### src/rtl/sensor_calib_ctrl.sv
// Delay-line sensor calibration: sweeps coarse/fine thermometer settings and
// stops at the first one whose averaged sensor popcount falls in the window.
module sensor_calib_ctrl #(
    parameter int COARSE_WIDTH  = 32,
    parameter int FINE_WIDTH    = 96,
    parameter int SENSOR_WIDTH  = 128,
    parameter int SETTLE_CYCLES = 16,
    parameter int AVG_LOG2      = 3
) (
    input  logic                                clk_i,
    input  logic                                rst_n,
    input  logic                                start_i,
    input  logic                                abort_i,
    input  logic [$clog2(SENSOR_WIDTH+1)-1:0]   target_lo_i,
    input  logic [$clog2(SENSOR_WIDTH+1)-1:0]   target_hi_i,
    input  logic [SENSOR_WIDTH-1:0]             sensor_i,
    output logic [COARSE_WIDTH+FINE_WIDTH-1:0]  IDC_IDF_o,
    output logic                                IDC_IDF_en_o,
    output logic                                busy_o,
    output logic                                done_o,
    output logic                                fail_o,
    output logic [$clog2(SENSOR_WIDTH+1)-1:0]   avg_o
);

    localparam int LW    = $clog2(SENSOR_WIDTH + 1);
    localparam int ACC_W = LW + AVG_LOG2;
    localparam int CW    = $clog2(COARSE_WIDTH + 1);
    localparam int FW    = $clog2(FINE_WIDTH + 1);
    localparam int NSAMP = 1 << AVG_LOG2;
    localparam int TMAX  = (SETTLE_CYCLES > NSAMP) ? SETTLE_CYCLES : NSAMP;
    localparam int TW    = $clog2(TMAX + 1);

    localparam logic [CW-1:0] C_MAX       = CW'(COARSE_WIDTH);
    localparam logic [FW-1:0] F_MAX       = FW'(FINE_WIDTH);
    localparam logic [TW-1:0] SETTLE_LAST = TW'(SETTLE_CYCLES - 1);
    localparam logic [TW-1:0] SAMPLE_LAST = TW'(NSAMP - 1);

    typedef enum logic [2:0] {
        S_IDLE,
        S_LOAD,
        S_SETTLE,
        S_SAMPLE,
        S_EVAL,
        S_DONE,
        S_FAIL
    } state_t;

    state_t                         state_q, state_d;
    logic [CW-1:0]                  c_q, c_d;
    logic [FW-1:0]                  f_q, f_d;
    logic [TW-1:0]                  cnt_q, cnt_d;
    logic [ACC_W-1:0]               acc_q, acc_d;
    logic [LW-1:0]                  avg_q, avg_d;
    logic [LW-1:0]                  lo_q, lo_d;
    logic [LW-1:0]                  hi_q, hi_d;
    logic [COARSE_WIDTH+FINE_WIDTH-1:0] idc_q, idc_d;
    logic [SENSOR_WIDTH-1:0]        sensor_q;

    logic [LW-1:0] pop;
    logic [LW-1:0] avg_w;
    logic          busy;

    function automatic logic [COARSE_WIDTH-1:0] therm_c(input logic [CW-1:0] lvl);
        return ~({COARSE_WIDTH{1'b1}} << lvl);
    endfunction

    function automatic logic [FINE_WIDTH-1:0] therm_f(input logic [FW-1:0] lvl);
        return ~({FINE_WIDTH{1'b1}} << lvl);
    endfunction

    assign pop   = LW'($countones(sensor_q));
    assign avg_w = acc_q[ACC_W-1:AVG_LOG2];
    assign busy  = state_q inside {S_LOAD, S_SETTLE, S_SAMPLE, S_EVAL};

    always_ff @(posedge clk_i) begin
        if (!rst_n) begin
            state_q  <= S_IDLE;
            c_q      <= '0;
            f_q      <= '0;
            cnt_q    <= '0;
            acc_q    <= '0;
            avg_q    <= '0;
            lo_q     <= '0;
            hi_q     <= '0;
            idc_q    <= '0;
            sensor_q <= '0;
        end else begin
            state_q  <= state_d;
            c_q      <= c_d;
            f_q      <= f_d;
            cnt_q    <= cnt_d;
            acc_q    <= acc_d;
            avg_q    <= avg_d;
            lo_q     <= lo_d;
            hi_q     <= hi_d;
            idc_q    <= idc_d;
            sensor_q <= sensor_i;
        end
    end

    always_comb begin
        state_d = state_q;
        c_d     = c_q;
        f_d     = f_q;
        cnt_d   = cnt_q;
        acc_d   = acc_q;
        avg_d   = avg_q;
        lo_d    = lo_q;
        hi_d    = hi_q;
        idc_d   = idc_q;
        if (abort_i && busy) begin
            state_d = S_IDLE;
        end else begin
            unique case (state_q)
                S_IDLE, S_DONE, S_FAIL: begin
                    if (start_i) begin
                        lo_d = target_lo_i;
                        hi_d = target_hi_i;
                        c_d  = '0;
                        f_d  = '0;
                        if (target_lo_i > target_hi_i) begin
                            state_d = S_FAIL;
                        end else begin
                            state_d = S_LOAD;
                            idc_d   = '0;
                        end
                    end
                end
                S_LOAD: begin
                    state_d = S_SETTLE;
                    cnt_d   = '0;
                end
                S_SETTLE: begin
                    if (cnt_q == SETTLE_LAST) begin
                        state_d = S_SAMPLE;
                        cnt_d   = '0;
                        acc_d   = '0;
                    end else begin
                        cnt_d = cnt_q + TW'(1);
                    end
                end
                S_SAMPLE: begin
                    acc_d = acc_q + ACC_W'(pop);
                    if (cnt_q == SAMPLE_LAST) begin
                        state_d = S_EVAL;
                    end else begin
                        cnt_d = cnt_q + TW'(1);
                    end
                end
                S_EVAL: begin
                    avg_d = avg_w;
                    if (avg_w >= lo_q && avg_w <= hi_q) begin
                        state_d = S_DONE;
                    end else if (c_q == C_MAX && f_q == F_MAX) begin
                        state_d = S_FAIL;
                    end else begin
                        // fine is the inner loop; wrap it into the next coarse step
                        if (f_q == F_MAX) begin
                            f_d = '0;
                            c_d = c_q + CW'(1);
                        end else begin
                            f_d = f_q + FW'(1);
                        end
                        idc_d   = {therm_f(f_d), therm_c(c_d)};
                        state_d = S_LOAD;
                    end
                end
                default: state_d = S_IDLE;
            endcase
        end
    end

    assign IDC_IDF_o    = idc_q;
    assign IDC_IDF_en_o = (state_q == S_LOAD);
    assign busy_o       = busy;
    assign done_o       = (state_q == S_DONE);
    assign fail_o       = (state_q == S_FAIL);
    assign avg_o        = avg_q;

endmodule

### config.mk
export PLATFORM = sky130hd
export DESIGN_NAME = sensor_calib_ctrl
export DESIGN_NICKNAME = d
export VERILOG_FILES = /design/src/rtl/sensor_calib_ctrl.sv
export SDC_FILE = /design/constraint.sdc
export NUM_CORES = 1
export LEC_CHECK = 0
export CAP_MARGIN = 10
export CORE_ASPECT_RATIO = 0.5
export CORE_MARGIN = 2
export CORE_UTILIZATION = 49
export DETAILED_ROUTE_END_ITERATION = 16
export GPL_TIMING_DRIVEN = 0
export PLACE_DENSITY = 0.77
export SLEW_MARGIN = 20
export SYNTH_ARGS = -nofsm -noshare
export SYNTH_HDL_FRONTEND = slang
export SYNTH_SLANG_ARGS = --single-unit
### constraint.sdc
create_clock -name clk_i -period 6.75 [get_ports clk_i]
set_clock_uncertainty 0.2 [all_clocks]
set_input_delay 1.6875 -clock clk_i [delete_from_list [all_inputs] [get_ports clk_i]]
set_output_delay 1.6875 -clock clk_i [all_outputs]
set_load 0.01 [all_outputs]
Yosys cells after proc, flatten, opt, wreduce, memory -nomap -nowiden --
Cells that the tools add are included. Widths: inputs -> output; s select.
Operators by class: $add $sub $neg 131, multiply operators 0, divide/modulo/power cells 0, magnitude comparators 3, equal/unequal tests 17, shift operators 2, muxes and demuxes 35, bitwise gates (word level) 4, reduce and logical (&&, ||, !) cells 17
Operators by type and width (number):
- $mux 128 | 4
- $pmux 128 s2 | 1
- $add 1x1->2 | 64
- $add 2x2->3 | 32
- $not 96->96 | 1
- $shl 96x7->96 const A | 1
- $add 3x3->4 | 16
- $mux 7 | 8
- $mux 6 | 8
- $add 4x4->5 | 8
- $not 32->32 | 1
- $shl 32x6->32 const A | 1
- $add 5x5->6 | 4
- $pmux 11 s2 | 1
- $mux 3 | 6
- $pmux 3 s5 | 1
- $pmux 5 s3 | 1
- $add 6x6->7 | 2
- $pmux 7 s2 | 1
- $pmux 6 s2 | 1
- $reduce_and 3->1 | 4
- $add 11x8->11 | 1
- $mux 11 | 1
- $mux 5 | 2
- 27 further kinds | 39
Word-level totals: bits in registers 312, bits in latches 0, RAM bits 0, memory bits (read-only) 0, input bits 148, output and inout port bits 140, word-level logic and storage cells 219, memories 0

Logic depth before layout (Yosys ltp) --
Gate-level depths: netlist of run 1.
word-level depth 11, depth in mapped cells 25, depth with buffers taken out 25

Worst setup path before layout of run 1 --
No wires, ideal clock.
path kind register to register, start point register sensor_q[34], end point register acc_q[8], library setup time 0.062 ns, arrival time 7.003 ns, data required time 6.488 ns, path slack -0.515 ns, cell stages (with the launch flop) 24, buffers on the path 0, cells stage by stage dfxtp_1 -> inv_1 -> fa_1 -> inv_1 -> fa_1 -> fa_1 -> inv_1 -> fa_1 -> inv_1 -> fa_1 -> fa_1 -> fa_1 -> fa_1 -> inv_1 -> fa_1 -> fa_1 -> inv_1 -> ha_1 -> nor2b_1 -> o31a_1 -> o21a_1 -> o21a_1 -> or4_1 -> nand3_1
Between the ends: cells in the longest elaborated chain, start to end 9
Ends and longest elaborated chain:
- start: declaration | line 57 | logic [SENSOR_WIDTH-1:0] sensor_q;
- start signal: assignment | line 97 | sensor_q <= sensor_i;
- $add 1x1->2 (not written as such) | line 71 | assign pop = LW'($countones(sensor_q));
- $add 2x2->3 (not written as such) | line 71
- $add 3x3->4 (not written as such) | line 71
- $add 4x4->5 (not written as such) | line 71
- $add 5x5->6 (not written as such) | line 71
- $add 6x6->7 (not written as such) | line 71
- $add 7x7->8 (not written as such) | line 71
- $add 11x8->11 | line 143 | acc_d = acc_q + ACC_W'(pop);
- $pmux 11 s2 | line 114 | unique case (state_q)
- end signal: assignment | line 81 | acc_q <= '0;
- end signal: assignment | line 92 | acc_q <= acc_d;
- end: declaration | line 52 | logic [ACC_W-1:0] acc_q, acc_d;
Every way passes these cells. A chain may end at the register's enable or synchronous reset.

Worst setup path in the final report of run 1 --
start point register sensor_q[46], end point register acc_q[8]
The elaborated chain is that of the path after synthesis.

==> results of run 1 <==
## worst register-to-register path, cell delays in order, from the launching register on
cell,delay [ns]
sky130_fd_sc_hd__dfxtp_1,0.31
sky130_fd_sc_hd__inv_1,0.05
sky130_fd_sc_hd__fa_1,0.56
sky130_fd_sc_hd__inv_2,0.05
sky130_fd_sc_hd__fa_1,0.48
sky130_fd_sc_hd__inv_1,0.05
sky130_fd_sc_hd__fa_1,0.45
sky130_fd_sc_hd__fa_1,0.49
sky130_fd_sc_hd__inv_1,0.05
sky130_fd_sc_hd__fa_1,0.50
sky130_fd_sc_hd__inv_2,0.05
sky130_fd_sc_hd__fa_1,0.56
sky130_fd_sc_hd__fa_1,0.46
sky130_fd_sc_hd__fa_1,0.54
sky130_fd_sc_hd__fa_1,0.45
sky130_fd_sc_hd__fa_1,0.54
sky130_fd_sc_hd__fa_2,0.22
sky130_fd_sc_hd__fa_2,0.22
sky130_fd_sc_hd__nor2b_2,0.05
sky130_fd_sc_hd__o31a_1,0.32
sky130_fd_sc_hd__o21a_1,0.21
sky130_fd_sc_hd__o21a_1,0.19
sky130_fd_sc_hd__or4_1,0.47
sky130_fd_sc_hd__nand3_1,0.10
## path summary, 6_finish.rpt
check               start        to  slack, ns
min               lo_q[4]   lo_q[4]       0.26
max          sensor_q[46]  acc_q[8]      -0.88
max reg2reg  sensor_q[46]  acc_q[8]      -0.88
min reg2reg       lo_q[4]   lo_q[4]       0.26
## power by group through the flow
stage / clock network [uW] / logic [uW] / registers [uW]
after floorplan: 0 / 6860 / 2140
after global placement: 0 / 8510 / 2130
after detailed placement: 0 / 8670 / 2140
after CTS: 1690 / 9760 / 2100
after global routing: 1780 / 11000 / 2120
final: 1670 / 9990 / 2100
## cell usage after synthesis, drive strengths merged, types with 3 or more instances
library cell,instances
a31oi,31
and3,8
and2,136
nand2b,12
clkbuf,71
mux2i,72
o21ai,87
nand3b,3
nand4,10
a21o,6
a311oi,7
o31ai,8
a21boi,4
nor2b,12
nand3,38
nor3b,6
o21a,13
xnor2,9
o2bb2ai,21
nand2,182
or3,12
nor4,6
fa,118
o221a,6
ha,76
inv,208
buf,51
nor3,28
nor2,97
o311ai,7
o211ai,20
a21oi,91
a211oi,22
xor2,10
or4,8
a22o,11
o22ai,4
a22oi,4
dfxtp,312
## final cells by class
type	count	area, um2
Fill cell	2953	12830
Timing Repair Buffer	294	2923
Inverter	209	784.5
Clock inverter	14	140.1
Sequential cell	312	6248
Multi-Input combinational cell	1221	9657
Antenna cell	4	10.01
Tap cell	475	594.3
Buffer	122	610.6
Clock buffer	37	795.8
## state kept, by name, indices dropped and copies added, names as in the netlist
| register | cells |
|---|---|
| IDC_IDF_o | 128 |
| acc_q | 11 |
| avg_o | 8 |
| c_q | 6 |
| cnt_q | 5 |
| f_q | 7 |
| hi_q | 8 |
| lo_q | 8 |
| sensor_q | 128 |
| state_q | 3 |
## routing by layer
layer	global-route usage, %	routed length [um]
met4	9.074	1491
met2	44.73	23620
met3	4.123	3255
met1	34.45	20880
met5	0	0
## repair_timing
| item | in CTS | in global routing |
|---|---|---|
| setup buffers | 6 | 3 |
| pin swaps | 16 | 5 |
| endpoints found under the setup margin | 10 | 11 |
| resized for setup | 11 | 8 |
| cloned | 0 | 0 |
## through the flow
step	worst slack (ns)	instances	hold WS, ns	TNS (ns)	utilization [%]
2_1_floorplan	-0.4306	1864	0.2363	-1.606	-
3_3_place_gp	-0.7748	2625	0.2375	-4.626	59.90
3_5_place_dp	-0.8891	2625	0.2477	-5.479	59.90
4_1_cts	-0.8886	2682	0.2579	-5.744	62.82
5_1_grt	-1.032	2685	0.2717	-8.086	62.89
6_report	-0.8768	2688	0.2574	-5.959	62.91
## logic make-up (layout without fill, tap and decap cells)
logic type | count (synthesis) | count (layout) | synth area share, %
compound gates | 365 | 365 | 14.26
xor+xnor | 19 | 19 | 0.9645
fa+ha+maj | 194 | 194 | 19.20
buf+inv | 331 | 676 | 8.086
flops | 312 | 312 | 36.20
mux | 73 | 73 | 4.242
other cells | 0 | 4 | 0
simple gates | 570 | 570 | 17.04
==> reports/qor_table.md, run 1 <==
| Parameter | This run | Unit |
|:---|:---|:---|
| Clock sink count | 312 | - |
| Library cell contributing the largest single delay on the critical path | sky130_fd_sc_hd__fa_1 | - |
| Count of different cell masters after synthesis | 93 | - |
| Number of pins exceeding their max-slew limit in the final report | 0 | - |
| Pwr dens | 632.1 | nW/um2 |
| Leading cell type in the layout, fill and taps excluded | sky130_fd_sc_hd__dfxtp_1 | - |
| Cts hold-fix bufs | 0 | - |
| Wire length of the first global-routing pass | 76730 | um |
| Ratio of cells with drive above 1 in the final layout | 7.334 | % |
| Crit-path cells | inv_1 -> fa_1 -> inv_2 -> fa_1 -> inv_1 -> fa_1 -> fa_1 -> inv_1 -> fa_1 -> inv_2 -> fa_1 -> fa_1 -> fa_1 -> fa_1 -> fa_1 -> fa_2 -> fa_2 -> nor2b_2 -> o31a_1 -> o21a_1 -> o21a_1 -> or4_1 -> nand3_1 | - |
| Worst-case setup margin in the final layout | -0.8768 | ns |
| Classification of the worst-slack hold path | flip-flop to flip-flop | - |
| Via count | 14590 | - |
| Maximum Capacitance Violations | 0 | - |
| Leading cell types by total area after synthesis | sky130_fd_sc_hd__dfxtp_1, sky130_fd_sc_hd__fa_1, sky130_fd_sc_hd__ha_1 | - |
| Count of state elements after synthesis | 312 | - |
| Logic depth of the worst setup path including buffers | 23 | - |
| DR DRC count | 0 | - |
| Result of the run | complete, but fails checks | - |
| Total Routed Length | 49250 | um |
| Top cell family by delay on the critical path | adder cells | - |
| Syn_nets | 2206 | - |
| Final-stage net count | 2531 | - |
| Number of cells on the worst reg-to-reg path | 23 | - |
| Commonest cells after routing, fill and taps aside | sky130_fd_sc_hd__dfxtp_1, sky130_fd_sc_hd__clkdlybuf4s50_1, sky130_fd_sc_hd__inv_1 | - |
| Mapped Cells | 1864 | - |
| Share of the synthesized area in the top cell type | 36.20 | % |
| Largest area contributor in the synthesized netlist | sky130_fd_sc_hd__dfxtp_1 | - |
| Async SR Flop Fraction | 0 | % |
| Startpoint kind of the worst setup timing path | flip-flop | - |
| Global route overflow | 0 | - |
| Net switching share of the total power | 44.64 | % |
| Die Span Y | 136.7 | um |
| Data required time of the critical path | 7.05 | ns |
| Syn Area/Cell | 9.256 | um2 |
| Setup repair after global routing missed its margin | true | - |
| Crit Path Max Fanout | 4 | - |
| Number of enable-type register cells in the synthesized netlist | 0 | - |
| Root Driver | sky130_fd_sc_hd__clkbuf_16 | - |
| Share of the cycle needed by the critical path after routing | 113.0 | % |
| Remaining number of nets flagged by the antenna check after routing | 0 | - |
| Dpl cell area | 20720 | um2 |
| Critical path type | flip-flop to flip-flop | - |
| CTS tree | yes | - |
| Final Hold Violating Endpoints | 0 | - |
| Htree depth | 1 | - |
| Synthesized cell area | 17250 | um2 |
| Vias in the first global route | 14440 | - |
| I/O Pins | 288 | - |
| Largest stage delay on the critical path | 0.56 | ns |
| Yosys synthesis warning count | 0 | - |
| Instance count along the most critical hold path | 2 | - |
| X dimension of the die | 269.4 | um |
| Slew @ Worst Pin | 0.9847 | ns |
| Overall die area | 36820 | um2 |
| Wirelength per Cell | 18.32 | um |
| Half-perimeter wire length after detailed placement | 37480 | um |
| Timing-limited maximum frequency | 131.1 | MHz |
| Core area | 34590 | um2 |
| Final critical-path required period | 7.627 | ns |
| Sequential area share after synthesis | 36.20 | % |
| Total internal power | 7616 | uW |
| Gp weighted congestion | 0.9409 | - |
| Library cell appearing most often on the critical path | sky130_fd_sc_hd__fa_1 | - |
| Number of port buffers | 286 | - |
| Violated checks | negative setup slack | - |
| Iteration-0 DRC Markers | 1319 | - |
| Non-Filler Cell Area, Final | 21760 | um2 |
| Data arrival, critical path | 7.93 | ns |
| Tot GR Track Use | 26.28 | % |
| Clock latency of the later-clocked register in the worst-skew pair | 0.56 | ns |
| Antenna violations before repair | 1 | - |
| Max-slew headroom at the worst pin | 34.35 | % |
| Most used DFF post-synth | sky130_fd_sc_hd__dfxtp_1 | - |
| CTS buffer count | 29 | - |
| Largest net degree at the start of global routing | 17 | - |
| Initial Utilization | 49.88 | % |
| Switching pwr | 6141 | uW |
| Highest ir drop seen on vdd | 2087 | uV |
| CTS Buffer Depth | 3 | - |
| Sequential fraction of design power | 15.2 | % |
| Leak Pwr | 0.009056 | uW |
| Clock input transition at the sequential cells of the worst setup and hold paths | 0.07 | ns |
| PnR Total Power | 13760 | uW |
| Number of placement rows | 48 | - |
| Part of the power in the clock network | 12.1 | % |
| First-pass iteration count of the detailed router | 8 | - |
| Comb pwr share | 72.6 | % |
| Sort of element at the end of the critical path | flip-flop | - |
| Vias per std cell | 5.428 | - |
| Layout Area Growth over Synthesis | 26.14 | % |
| WP buf/inv | 5 | - |
| Setup violators final | 10 | - |
Note: power is estimated with default switching activity, not from simulation.
==> run 2, diff against run 1 <==
CORE_UTILIZATION = 54   (was 49)
PLACE_DENSITY = 0.81   (was 0.77)
clock period = 7.7 ns   (was 6.75 ns; I/O delays follow)
==> run 2 against run 1 <==
The run still ends with negative setup slack left. Final area is 0.49% lower. Register-to-register slack better by 0.87 ns. Non-clock buffer count is 3 lower. Worst hold slack worse by 0.0024 ns. Via count shrank 0.25%. Critical path type unchanged. Largest cell class unchanged. Highest routed layer unchanged.
==> reports/qor_table.md, run 2 (synthesized netlist as in run 1, its figures left out) <==
| Parameter | This run | Unit | Change |
|:---|:---|:---|:---|
| Crit-path cells | inv_2 -> fa_1 -> inv_2 -> fa_1 -> inv_1 -> fa_1 -> inv_2 -> fa_1 -> inv_2 -> fa_1 -> fa_2 -> fa_1 -> fa_1 -> fa_1 -> fa_1 -> fa_2 -> fa_2 -> nor2b_2 -> o31a_1 -> o21a_1 -> o21a_1 -> or4_1 -> nand3_1 | - |  |
| X dimension of the die | 256.8 | um | -4.7% |
| Number of antenna diodes | 0 | - | -4 |
| CTS buffer count | 28 | - | -3.4% |
| Setup crit start | sensor_q[34] | - |  |
| Commonest cells after routing, fill and taps aside | sky130_fd_sc_hd__dfxtp_1, sky130_fd_sc_hd__clkdlybuf4s50_1, sky130_fd_sc_hd__inv_1 | - |  |
| Final critical-path required period | 7.708 | ns | +0.08142 ns |
| Vias in the first global route | 14360 | - | -0.52% |
| Final Hold Violating Endpoints | 0 | - | unchanged |
| Core area | 31540 | um2 | -8.8% |
| Gp weighted congestion | 0.9603 | - | +2.1% |
| Setup repair after global routing missed its margin | true | - |  |
| Layout Area Growth over Synthesis | 25.51 | % |  |
| Sort of element at the end of the critical path | flip-flop | - |  |
| Ratio of cells with drive above 1 in the final layout | 6.845 | % | -0.49 points |
| DR DRC count | 0 | - | unchanged |
| Tot GR Track Use | 28.46 | % | +2.2 points |
| Max-slew headroom at the worst pin | 29.26 | % | -5.1 points |
| R2r startpoint | sensor_q[34] | - |  |
| Via count | 14550 | - | -0.25% |
| Die Span Y | 130.4 | um | -4.6% |
| Data required time of the critical path | 8.01 | ns | +0.96 ns |
| Number of cells on the worst reg-to-reg path | 23 | - | unchanged |
| Leading cell type in the layout, fill and taps excluded | sky130_fd_sc_hd__dfxtp_1 | - |  |
| Pwr dens | 539.5 | nW/um2 | -15% |
| CTS Buffer Depth | 3 | - | unchanged |
| Number of placement rows | 46 | - | -4.2% |
| Accumulated negative setup slack | -0.008238 | ns | +5.950 ns |
| Antenna violations before repair | 0 | - | -1 |
| Result of the run | complete, but fails checks | - |  |
| Library cell appearing most often on the critical path | sky130_fd_sc_hd__fa_1 | - |  |
| Vias per std cell | 5.517 | - | +1.6% |
| Slew @ Worst Pin | 1.061 | ns | +0.07647 ns |
| Initial Utilization | 54.70 | % | +4.8 points |
| Classification of the worst-slack hold path | flip-flop to flip-flop | - |  |
| Setup violators final | 1 | - | -9 |
| Crit Path Max Fanout | 4 | - | unchanged |
| Timing-limited maximum frequency | 129.7 | MHz | -1.1% |
| Crit Reg-Reg Endpoint | acc_q[8] | - |  |
| Leak Pwr | 0.009024 | uW | -0.36% |
| FF-to-FF setup slack | -0.008 | ns | +0.87 ns |
| Highest ir drop seen on vdd | 1266 | uV | -39% |
| Number of port buffers | 286 | - | unchanged |
| Htree depth | 1 | - | unchanged |
| Number of standard cells in the layout, taps in and fillers out | 2638 | - | -1.9% |
| Critical path type | flip-flop to flip-flop | - |  |
| Total Routed Length | 48860 | um | -0.78% |
| Maximum Capacitance Violations | 0 | - | unchanged |
| First-pass iteration count of the detailed router | 7 | - | -1 |
| Placed Instances | 2582 | - | -1.6% |
| Library cell contributing the largest single delay on the critical path | sky130_fd_sc_hd__fa_1 | - |  |
| Wire length of the first global-routing pass | 75180 | um | -2.0% |
| Startpoint kind of the worst setup timing path | flip-flop | - |  |
| Wirelength per Cell | 18.52 | um | +1.1% |
| Half-perimeter wire length after detailed placement | 37000 | um | -1.3% |
| Final standard cell utilization of the core | 68.66 | % | +5.7 points |
| Global route overflow | 0 | - | unchanged |
| Violated checks | negative setup slack | - |  |
| Number of pins exceeding their max-slew limit in the final report | 0 | - | unchanged |
| I/O Pins | 288 | - | unchanged |
| Worst-case setup margin in the final layout | -0.008238 | ns | +0.8686 ns |
| Final-stage net count | 2527 | - | -0.16% |
| Data arrival, critical path | 8.02 | ns | +0.09 ns |
| CTS tree | yes | - |  |
| Largest net degree at the start of global routing | 17 | - | unchanged |
| Share of the cycle needed by the critical path after routing | 100.1 | % | -13 points |
| Critical path destination | acc_q[8] | - |  |
| Overall die area | 33480 | um2 | -9.1% |
| Clock sink count | 312 | - | unchanged |
| Iteration-0 DRC Markers | 1617 | - | +23% |
| Largest stage delay on the critical path | 0.56 | ns | about the same |
| Root Driver | sky130_fd_sc_hd__clkbuf_16 | - |  |
| Clock latency of the later-clocked register in the worst-skew pair | 0.57 | ns | about the same |
| Clock input transition at the sequential cells of the worst setup and hold paths | 0.08 | ns | about the same |
| Remaining number of nets flagged by the antenna check after routing | 0 | - | unchanged |
==> run 2: cell types whose count changed in the layout (fill, tap and decap cells not counted), sizes merged <==
cell | previous run | this run
inv | 211 | 210
clkinv | 8 | 7
clkbuf | 108 | 107
diode | 4 | 0
clkinvlp | 2 | 5
buf | 59 | 56
==> run 2: per-stage QoR <==
step	power, uW	instance area [um2]	hold slack, ns	setup slack [ns]
2_1_floorplan	8054	17250	0.2363	0.4354
4_1_cts	11370	21610	0.2548	-0.03940
3_3_place_gp	9498	20660	0.2441	0.05535
6_report	11680	21660	0.2550	-0.008238
3_5_place_dp	9676	20660	0.2478	-0.0005347
5_1_grt	12790	21660	0.2801	-0.1807
==> run 2: worst min path at each step <==
stage | start | end | slack [ns] | depth (start not counted)
finish | avg_o[0] | avg_o[0] | 0.25 | 2
floorplan | hi_q[1] | hi_q[1] | 0.24 | 2
detailed placement | avg_o[4] | avg_o[4] | 0.25 | 2
CTS | avg_o[0] | avg_o[0] | 0.25 | 2
global placement | hi_q[2] | hi_q[2] | 0.24 | 2
global route | IDC_IDF_o[56] | IDC_IDF_o[56] | 0.28 | 2
==> run 2: repair_timing <==
item / 4_1_cts / 5_1_grt
gates resized for setup: 8 / 5
pin swaps: 8 / 6
hold buffers: 0 / 0
endpoints found under the setup margin: 5 / 5
setup buffers: 1 / 4
==> run 2: routing by layer <==
layer | wire length [um] | up-vias | global-route usage, %
met5 | 0 | - | 0
met4 | 1737 | 0 | 9.815
met3 | 3435 | 131 | 4.958
met2 | 23320 | 593 | 49.14
met1 | 20370 | 6979 | 36.73
li1 | - | 6851 | -
==> run 2: power by group <==
group / switching [uW] / total [uW] / internal [uW]
registers: 88.9 / 1840 / 1750
clock network: 661 / 1440 / 783
logic: 4470 / 8400 / 3930
==> run 2: cell type report <==
class | instances | area, um2
clock inverter | 15 | 160.2
timing repair buffer | 291 | 2900
buffer | 122 | 610.6
tap | 432 | 540.5
fill | 2506 | 9884
clock buffer | 36 | 770.7
sequential | 312 | 6247
inverter | 209 | 784.5
multi-input combinational | 1221 | 9642
==> run 2: worst max-delay path, delay by kind of cell, from the launching register on <==
kind,cells,cell delay [ns]
AOI/OAI and AO/OA,3,0.68
adders and majority gates,12,5.60
buffers and inverters,5,0.24
DFF,1,0.32
and+or+nand+nor,3,0.62
==> run 3, diff against run 2 <==
--- a/config.mk
+++ b/config.mk
@@ -13,5 +13,4 @@
 export GPL_TIMING_DRIVEN = 0
 export PLACE_DENSITY = 0.81
-export SLEW_MARGIN = 20
 export SYNTH_ARGS = -nofsm -noshare
 export SYNTH_HDL_FRONTEND = slang
==> constraint.sdc (replaced) <==
create_clock -name clk_i -period 7.7 [get_ports clk_i]
set_clock_uncertainty 0.2 [all_clocks]
set_input_delay 0.77 -clock clk_i [delete_from_list [all_inputs] [get_ports clk_i]]
set_output_delay 0.77 -clock clk_i [all_outputs]
set_load 0.01 [all_outputs]
==> results of run 3 <==
Final layout, timing and power as in run 2 (identical DEF).
